<file path="src/rtl/i2s_tx.sv">
// Stereo I2S transmitter: divides clk down to bclk, buffers one L/R pair and shifts
// it out MSB-first with one bclk of delay after each lrclk edge. Starved frames are zeros.
module i2s_tx #(
    parameter int unsigned DATA_WIDTH = 32,
    parameter int unsigned SLOT_WIDTH = 32,
    parameter int unsigned BCLK_DIV   = 4
) (
    input  logic                  clk,
    input  logic                  rst_n,
    input  logic [DATA_WIDTH-1:0] l_data,
    input  logic [DATA_WIDTH-1:0] r_data,
    input  logic                  in_valid,
    output logic                  in_ready,
    output logic                  bclk,
    output logic                  lrclk,
    output logic                  sdata,
    output logic                  underrun,
    output logic [15:0]           underrun_cnt
);
    localparam int unsigned FrameBits = 2 * SLOT_WIDTH;
    localparam int unsigned DivW      = (BCLK_DIV > 1) ? $clog2(BCLK_DIV) : 1;
    localparam int unsigned BitW      = $clog2(FrameBits);

    localparam logic [DivW-1:0] DivLast  = DivW'(BCLK_DIV - 1);
    localparam logic [BitW-1:0] BitLast  = BitW'(FrameBits - 1);
    localparam logic [BitW-1:0] SlotBits = BitW'(SLOT_WIDTH);

    logic [DivW-1:0]       div_q, div_d;
    logic                  bclk_q, bclk_d;
    logic                  lrclk_q, lrclk_d;
    logic [BitW-1:0]       bit_q, bit_d;
    logic [FrameBits-1:0]  shift_q, shift_d;
    logic                  hold_full_q, hold_full_d;
    logic [DATA_WIDTH-1:0] hold_l_q, hold_l_d;
    logic [DATA_WIDTH-1:0] hold_r_q, hold_r_d;
    logic                  underrun_q, underrun_d;
    logic [15:0]           ucnt_q, ucnt_d;

    logic                  div_wrap;
    logic                  shift_ev;
    logic                  frame_start;
    logic                  xfer;
    logic [BitW-1:0]       bit_nxt;
    logic [SLOT_WIDTH-1:0] l_slot;
    logic [SLOT_WIDTH-1:0] r_slot;

    always_comb begin
        div_wrap    = (div_q == DivLast);
        // Only the bclk 1->0 wrap advances data, so sdata is stable across rising bclk.
        shift_ev    = div_wrap && bclk_q;
        bit_nxt     = (bit_q == BitLast) ? '0 : bit_q + BitW'(1);
        frame_start = shift_ev && (bit_nxt == BitW'(1));
        xfer        = in_valid && !hold_full_q;

        l_slot = '0;
        r_slot = '0;
        l_slot[SLOT_WIDTH-1 -: DATA_WIDTH] = hold_l_q;
        r_slot[SLOT_WIDTH-1 -: DATA_WIDTH] = hold_r_q;
    end

    always_comb begin
        div_d       = div_wrap ? '0 : div_q + DivW'(1);
        bclk_d      = div_wrap ? ~bclk_q : bclk_q;
        bit_d       = shift_ev ? bit_nxt : bit_q;
        lrclk_d     = shift_ev ? (bit_nxt >= SlotBits) : lrclk_q;
        shift_d     = shift_q;
        hold_full_d = hold_full_q;
        hold_l_d    = hold_l_q;
        hold_r_d    = hold_r_q;
        underrun_d  = 1'b0;
        ucnt_d      = ucnt_q;

        if (frame_start) begin
            if (hold_full_q) begin
                shift_d     = {l_slot, r_slot};
                hold_full_d = 1'b0;
            end else begin
                shift_d    = '0;
                underrun_d = 1'b1;
                if (ucnt_q != 16'hFFFF) begin
                    ucnt_d = ucnt_q + 16'd1;
                end
            end
        end else if (shift_ev) begin
            shift_d = {shift_q[FrameBits-2:0], 1'b0};
        end

        // Capture needs an empty buffer before the edge, so it never races a frame load.
        if (xfer) begin
            hold_full_d = 1'b1;
            hold_l_d    = l_data;
            hold_r_d    = r_data;
        end
    end

    always_ff @(posedge clk or negedge rst_n) begin
        if (!rst_n) begin
            div_q       <= '0;
            bclk_q      <= 1'b0;
            lrclk_q     <= 1'b0;
            bit_q       <= '0;
            shift_q     <= '0;
            hold_full_q <= 1'b0;
            hold_l_q    <= '0;
            hold_r_q    <= '0;
            underrun_q  <= 1'b0;
            ucnt_q      <= '0;
        end else begin
            div_q       <= div_d;
            bclk_q      <= bclk_d;
            lrclk_q     <= lrclk_d;
            bit_q       <= bit_d;
            shift_q     <= shift_d;
            hold_full_q <= hold_full_d;
            hold_l_q    <= hold_l_d;
            hold_r_q    <= hold_r_d;
            underrun_q  <= underrun_d;
            ucnt_q      <= ucnt_d;
        end
    end

    assign in_ready     = !hold_full_q;
    assign bclk         = bclk_q;
    assign lrclk        = lrclk_q;
    assign sdata        = shift_q[FrameBits-1];
    assign underrun     = underrun_q;
    assign underrun_cnt = ucnt_q;

endmodule

</file>
<file path="config.mk">
export PLATFORM = sky130hd
export DESIGN_NAME = i2s_tx
export DESIGN_NICKNAME = d
export VERILOG_FILES = /design/src/rtl/i2s_tx.sv
export SDC_FILE = /design/constraint.sdc
export NUM_CORES = 1
export LEC_CHECK = 0
export ABC_AREA = 1
export CORE_UTILIZATION = 51
export DETAILED_ROUTE_END_ITERATION = 8
export PLACE_DENSITY = 0.76
export SETUP_SLACK_MARGIN = 0.02
export SLEW_MARGIN = 20
export SYNTH_ARGS = -nofsm -noshare
export SYNTH_HDL_FRONTEND = slang
export SYNTH_SLANG_ARGS = --single-unit
</file>
<file path="constraint.sdc">
create_clock -name clk -period 1.8 [get_ports clk]
set_input_delay 0.36 -clock clk [delete_from_list [all_inputs] [get_ports clk]]
set_output_delay 0.36 -clock clk [all_outputs]
set_load 0.02 [all_outputs]
</file>
---- Word-level counts from Yosys, hierarchy flattened ----
Index checks and enable logic that the tools add are counted.
operators by class
  mux-type cells .......................... 9
  eq/ne operators ......................... 4
  add/sub/neg operators ................... 3
  bitwise operators ....................... 2
  reduce and logical (&&, ||, !) cells .... 7
  magnitude comparators ................... 1
operators by type and width
  cell                     count
  $mux W64                 3
  $add A16 B1 Y16 const B  1
  $ne A16 B16 Y1 const B   1
  $add A6 B1 Y6 const B    1
  $eq A6 B1 Y1 const B     1
  $eq A6 B6 Y1 const B     1
  $ge A6 B6 Y1 const B     1
  $mux W6                  1
  $mux W1                  4
  $reduce_bool A2 Y1       2
  $logic_and A1 B1 Y1      3
  $reduce_and A3 Y1        1
  $add A2 B1 Y2 const B    1
  $eq A2 B2 Y1 const B     1
  $mux W2                  1
  $not A1 Y1               2
  $logic_not A1 Y1         1
word-level totals
  logic and storage cells ................. 36
  output and inout bits ................... 21
  flip-flop bits (word level) ............. 156
  bits of input ports ..................... 67

---- Depth between registers and ports, before layout ----
  word-level depth ........................ 6
  mapped depth ............................ 12
  mapped depth without buffers ............ 11

---- Worst setup path before layout ----
No wires, ideal clock.
  kind .................................... reg-to-reg
  from .................................... register bit_q[0]
  to ...................................... register shift_q[61]
  period minus slack after synthesis ...... 1.710 ns
  arrival time ............................ 1.592 ns
  cell stages (with the launch flop) ...... 13
  buffers on the path ..................... 1
  library setup time ...................... 0.118 ns
  required time ........................... 1.682 ns
  setup slack ............................. 0.090 ns
  cell sequence ........................... dfrtp_1 -> ha_1 -> nand2_2 -> clkinv_1 -> nor2_1 -> nor2_2 -> nand2_1 -> nor2_4 -> nand2_2 -> buf_2 -> nand2_1 -> nand3_1 -> nand2_1
on the way
  word-level cells in the longest chain between the ends .. 5
  elaborated cells on any way between the ends .. 7
  those cells by class .................... add/sub: 1; eq/ne: 2; mux: 2; reduce/logical: 2
ends and longest elaborated chain
  element                                         RTL line  RTL
  start: declaration                              31        logic [BitW-1:0] bit_q, bit_d;
  start signal: assignment                        112       bit_q <= bit_d;
  $add A6 B1 Y6 or $eq A6 B6 Y1 (tied branches)   51        bit_nxt = (bit_q == BitLast) ? '0 : bit_q + BitW'(1);
  $mux W6 *                                       51
  $eq A6 B1 Y1 *                                  52        frame_start = shift_ev && (bit_nxt == BitW'(1));
  $logic_and A1 B1 Y1 *                           52
  $mux W64 or $reduce_bool A2 Y1 (tied branches)  --
  end signal: assignment                          113       shift_q <= shift_d;
  end: declaration                                32        logic [FrameBits-1:0] shift_q, shift_d;
Every way passes the cells marked *; elsewhere a longest branch is shown, timed or not.
A chain may end at the register's enable or synchronous reset.

---- Worst setup path in the final report ----
  from .................................... register bit_q[1]
  to ...................................... register shift_q[42]
Same word-level chain as after synthesis.

==> results.txt <==
- Status: complete, but fails checks
- Violated checks: design-rule violations, negative setup slack
- Final setup violation count: between 50 and 60
- For this run, the register share of the synthesized area comes to 0.5033.
- Highest clock rate: between 500 and 600 MHz
- Post-detailed-route count of antenna-violating nets: 0
- Number of clock sinks: 155
- In this run the power spent charging and discharging nets is approximately 2.3 mW.
- CTS H-tree lvls: 4
- TNS Setup: -1.274 ns
- Warnings, synthesis: 0
- In the routed layout, each cell is associated on average with a via count of about 5.2.
- Detailed routing inserted a total of between 6000 and 7000 vias.
- Of the total power, the share spent switching nets is 0.2599.
- The synthesized netlist occupies a cell area of 7706 sq um.
- Clock insertion delay at the later pin of the skew report: about 0.43 ns
* Area growth, synth to finish: 27.21%
* Smallest hold slack: around 0.39 ns
- Critical path capture point type: flip-flop
- The floorplan step set the die height to around 120 um.
- Of the total power, combinational logic draws 0.127.
- Clock-pin transition on the worst setup and hold timing paths: ~0.07 ns
- Min-delay worst type: input pin to asynchronous set/reset pin
- The top cell types in the final layout, fill and taps aside, are 329 x sky130_fd_sc_hd__nand2_1, 154 x sky130_fd_sc_hd__dfrtp_1, 128 x sky130_fd_sc_hd__nand3_1.
- Max Cap Violations: 0
- The initial utilization of the core area, before any placement, comes to 0.5262.
- In the final layout, the share of cells above drive strength 1 is 0.1779.
- Number of I/O pins: 88
- 0 antenna diodes ended up in the layout.
- Final Skew: 0.008631 ns
* Number of port buffers: 87
* Die area: 15610 sq um
* Combined global-route utilization of all metal layers: 0.2436
- Largest net degree at the start of global routing: 73
* Number of buffers created by CTS: 17
* Drt total wl: 18.06 mm
* Vias in the first global route: ~6300
- Leaving out fill and tap cells, the most frequent cell in the layout is sky130_fd_sc_hd__nand2_1.
- Number of search-and-repair iterations in the first detailed-routing pass: 8
- Global routing finished with a remaining overflow of 0.
- The detailed router finished its first iteration with about 510 violations.
- Relative max-transition margin: 0.4906
- Counting along the longest clock path gives a buffer depth of 2.
- Power spread over the standard cell area amounts to just over 900 nW/um^2.
* Final number of hold-violating endpoints: 0
* Core region area: about 15000 sq um
- Along the worst path, the maximum fanout reaches 14.
- Setup repair after global routing could not meet its margin everywhere.
- Yosys reg bits: ~160
- Crit share post-route: 1.032
- At the end of routability-driven placement, the weighted congestion stood at ~0.9.
* Crit path setup slack, layout: -0.05784 ns
- Yosys mapped the design onto 26 distinct sky130hd cell types.
- Number of instances in the placed design: about 1200
* CP peak stage delay: ~0.4 ns
* Required time of the critical path: between 2 and 2.5 ns
- Avg Synthesized Cell Area: approximately 8.4 sq um
* Internal power component: ~6.6 mW
- The first global-routing pass estimated a little over 30 mm of wire.
- TritonCTS built the clock tree.
* CP arrival: 2.17 ns
- Cells along the critical path: ha_4 > nand2_4 > nor2_2 > nand2_2 > inv_1 > nor2_2 > nor2_4 > buf_6 > buf_12 > nand3_1 > nand3_1 > nand2_1
* Number of nets in the layout: roughly 1100
- Nets in the synthesized netlist: slightly below 1000
- Sequential share of power: 0.480
- The worst path in the final design needs a cycle of between 1.5 and 2 ns, including I/O delays and setup.
* Startpoint type of the worst setup path: flip-flop
- Static leakage: approximately 5 nW
- The worst setup path is of the flip-flop to flip-flop kind.
* Gate count after technology mapping: slightly above 900
- Measured along the x axis, the die boundary spans between 100 and 150 um.
- Final HPWL DP: between 10 and 15 mm
- Dividing the detail-routed wire length by the instance count gives 14.83 um.
- Number of standard-cell rows in the floorplan: 44
* Root cell of the clock tree: sky130_fd_sc_hd__clkbuf_16
- The number of antenna violations at the first check in global routing was 0.
- Max IR drop VDD: about 0.0007 V
* Share of total power in the clock network: 0.394
* Slew of the pin with the lowest slew margin: approximately 0.76 ns
* Cell Count, Final, Fillers Out: 1218
- Among all stages on the critical path, the largest delay is contributed by sky130_fd_sc_hd__dfrtp_1.
- Total count of max-transition violations in the final report: 0
- DRC viols: 6
[path summary, 6_finish.rpt]
| check | from | end | slack (ns) | depth (start not counted) |
|---|---|---|---|---|
| worst max-delay path | bit_q[1] | shift_q[42] | -0.06 | 12 |
| worst min-delay path | rst_n | underrun_cnt[6] | 0.39 | 2 |
| worst max register to register | bit_q[1] | shift_q[42] | -0.06 | 12 |
| worst min register to register | div_q[0] | div_q[0] | 0.43 | 1 |
| max in group asynchronous | rst_n | hold_l_q[4] | 0.80 | 3 |
| min in group clk | div_q[0] | div_q[0] | 0.43 | 1 |
[worst max-delay path, delay by kind of cell (launching register included)]
| kind | cells | cell delay, ns |
|---|---|---|
| buf+inv | 3 | 0.36 |
| simple gates | 8 | 0.76 |
| fa+ha+maj | 1 | 0.18 |
| flops | 1 | 0.41 |
[state kept, by name, summed over array words and instances (netlist names)]
name / cells
bclk: 1
div_q: 2
hold_r_q: 32
lrclk: 1
underrun: 1
underrun_cnt: 16
hold_l_q: 32
bit_q: 5
shift_q: 64
hold_full_q: 1
[power groups by stage]
stage          Clock [mW]  Sequential, mW  Combinational, mW
2_1_floorplan           0            4.25              0.764
3_3_place_gp            0            4.33               1.12
3_5_place_dp            0            4.35               1.14
4_1_cts              3.57            4.29               1.15
5_1_grt              3.72            4.37               1.26
6_report             3.53            4.29               1.13
[timing repair]
| item | in CTS | in global routing |
|---|---|---|
| endpoints found under the hold margin | 32 | 0 |
| pin swaps | 4 | 4 |
| endpoints found under the setup margin | 84 | 82 |
| setup buffers | 3 | 1 |
| hold buffers | 1 | 0 |
| gates resized for setup | 37 | 16 |
| cloned | 3 | 3 |
[cells in the mapped netlist]
master / n / area (sq um)
sky130_fd_sc_hd__nand2_1: 335 / 1257
sky130_fd_sc_hd__buf_2: 16 / 80.08
sky130_fd_sc_hd__buf_8: 1 / 15.01
sky130_fd_sc_hd__o21ai_0: 11 / 55.05
sky130_fd_sc_hd__nand4_2: 1 / 12.51
sky130_fd_sc_hd__inv_1: 83 / 311.6
sky130_fd_sc_hd__buf_4: 4 / 30.03
sky130_fd_sc_hd__nor2_4: 1 / 11.26
sky130_fd_sc_hd__buf_6: 6 / 67.56
sky130_fd_sc_hd__clkinv_1: 1 / 3.750
sky130_fd_sc_hd__nand3_1: 130 / 650.6
sky130_fd_sc_hd__nand3_2: 10 / 100.1
sky130_fd_sc_hd__nand2_2: 4 / 25.02
sky130_fd_sc_hd__nor2_1: 26 / 97.59
sky130_fd_sc_hd__nor2_2: 2 / 12.51
sky130_fd_sc_hd__buf_1: 7 / 26.28
sky130_fd_sc_hd__inv_2: 1 / 3.750
sky130_fd_sc_hd__xor2_1: 3 / 26.28
sky130_fd_sc_hd__clkbuf_1: 19 / 71.32
sky130_fd_sc_hd__xnor2_1: 3 / 26.28
sky130_fd_sc_hd__clkinv_2: 1 / 5.000
sky130_fd_sc_hd__ha_1: 4 / 50.05
sky130_fd_sc_hd__dfrtp_1: 155 / 3879
sky130_fd_sc_hd__mux2_2: 64 / 720.7
sky130_fd_sc_hd__nand4_1: 26 / 162.7
sky130_fd_sc_hd__nor3_1: 1 / 5.000
[kinds of logic (layout without fill, tap and decap cells)]
kind of cell	Yosys count	after routing	share of synthesized area
flops	155	155	0.5033
fa+ha+maj	4	4	0.006495
mux	64	64	0.09352
buf+inv	139	258	0.07972
simple gates	536	536	0.3030
compound gates	11	11	0.007144
xor+xnor	6	6	0.006821
[per-layer routing]
| metal | up-vias | GRT usage | share of wire | wire length (um) |
|---|---|---|---|---|
| met3 | 30 | 0.04940 | 0.046 | 824 |
| met1 | 3036 | 0.3365 | 0.46 | 8348 |
| met4 | 0 | 0.08034 | 0.016 | 291 |
| met5 | - | 0 | 0 | 0 |
| met2 | 161 | 0.3866 | 0.48 | 8594 |
| li1 | 3141 | - | - | - |
[area by class of cell]
| class | count | area [sq um] |
|---|---|---|
| well taps | 184 | 230.2 |
| fillers | 1172 | 4841 |
| repair buffers | 140 | 1499 |
| multi-input cells | 621 | 3284 |
| clock inverters | 15 | 155.1 |
| inverters | 86 | 329.1 |
| clock buffers | 17 | 425.4 |
| flip-flops and latches | 155 | 3880 |
[per-stage QoR]
stage	instance area [sq um]	worst slack [ns]	util	total power, mW
floorplan	7706	0.09015	-	5.017
global placement	8950	-0.05935	0.6112	5.453
detailed placement	8950	-0.1358	0.6112	5.498
CTS	9681	0.003432	0.6611	9.014
global route	9803	-0.1895	0.6694	9.349
finish	9803	-0.05784	0.6694	8.954
(Power assumes the default switching activity.)
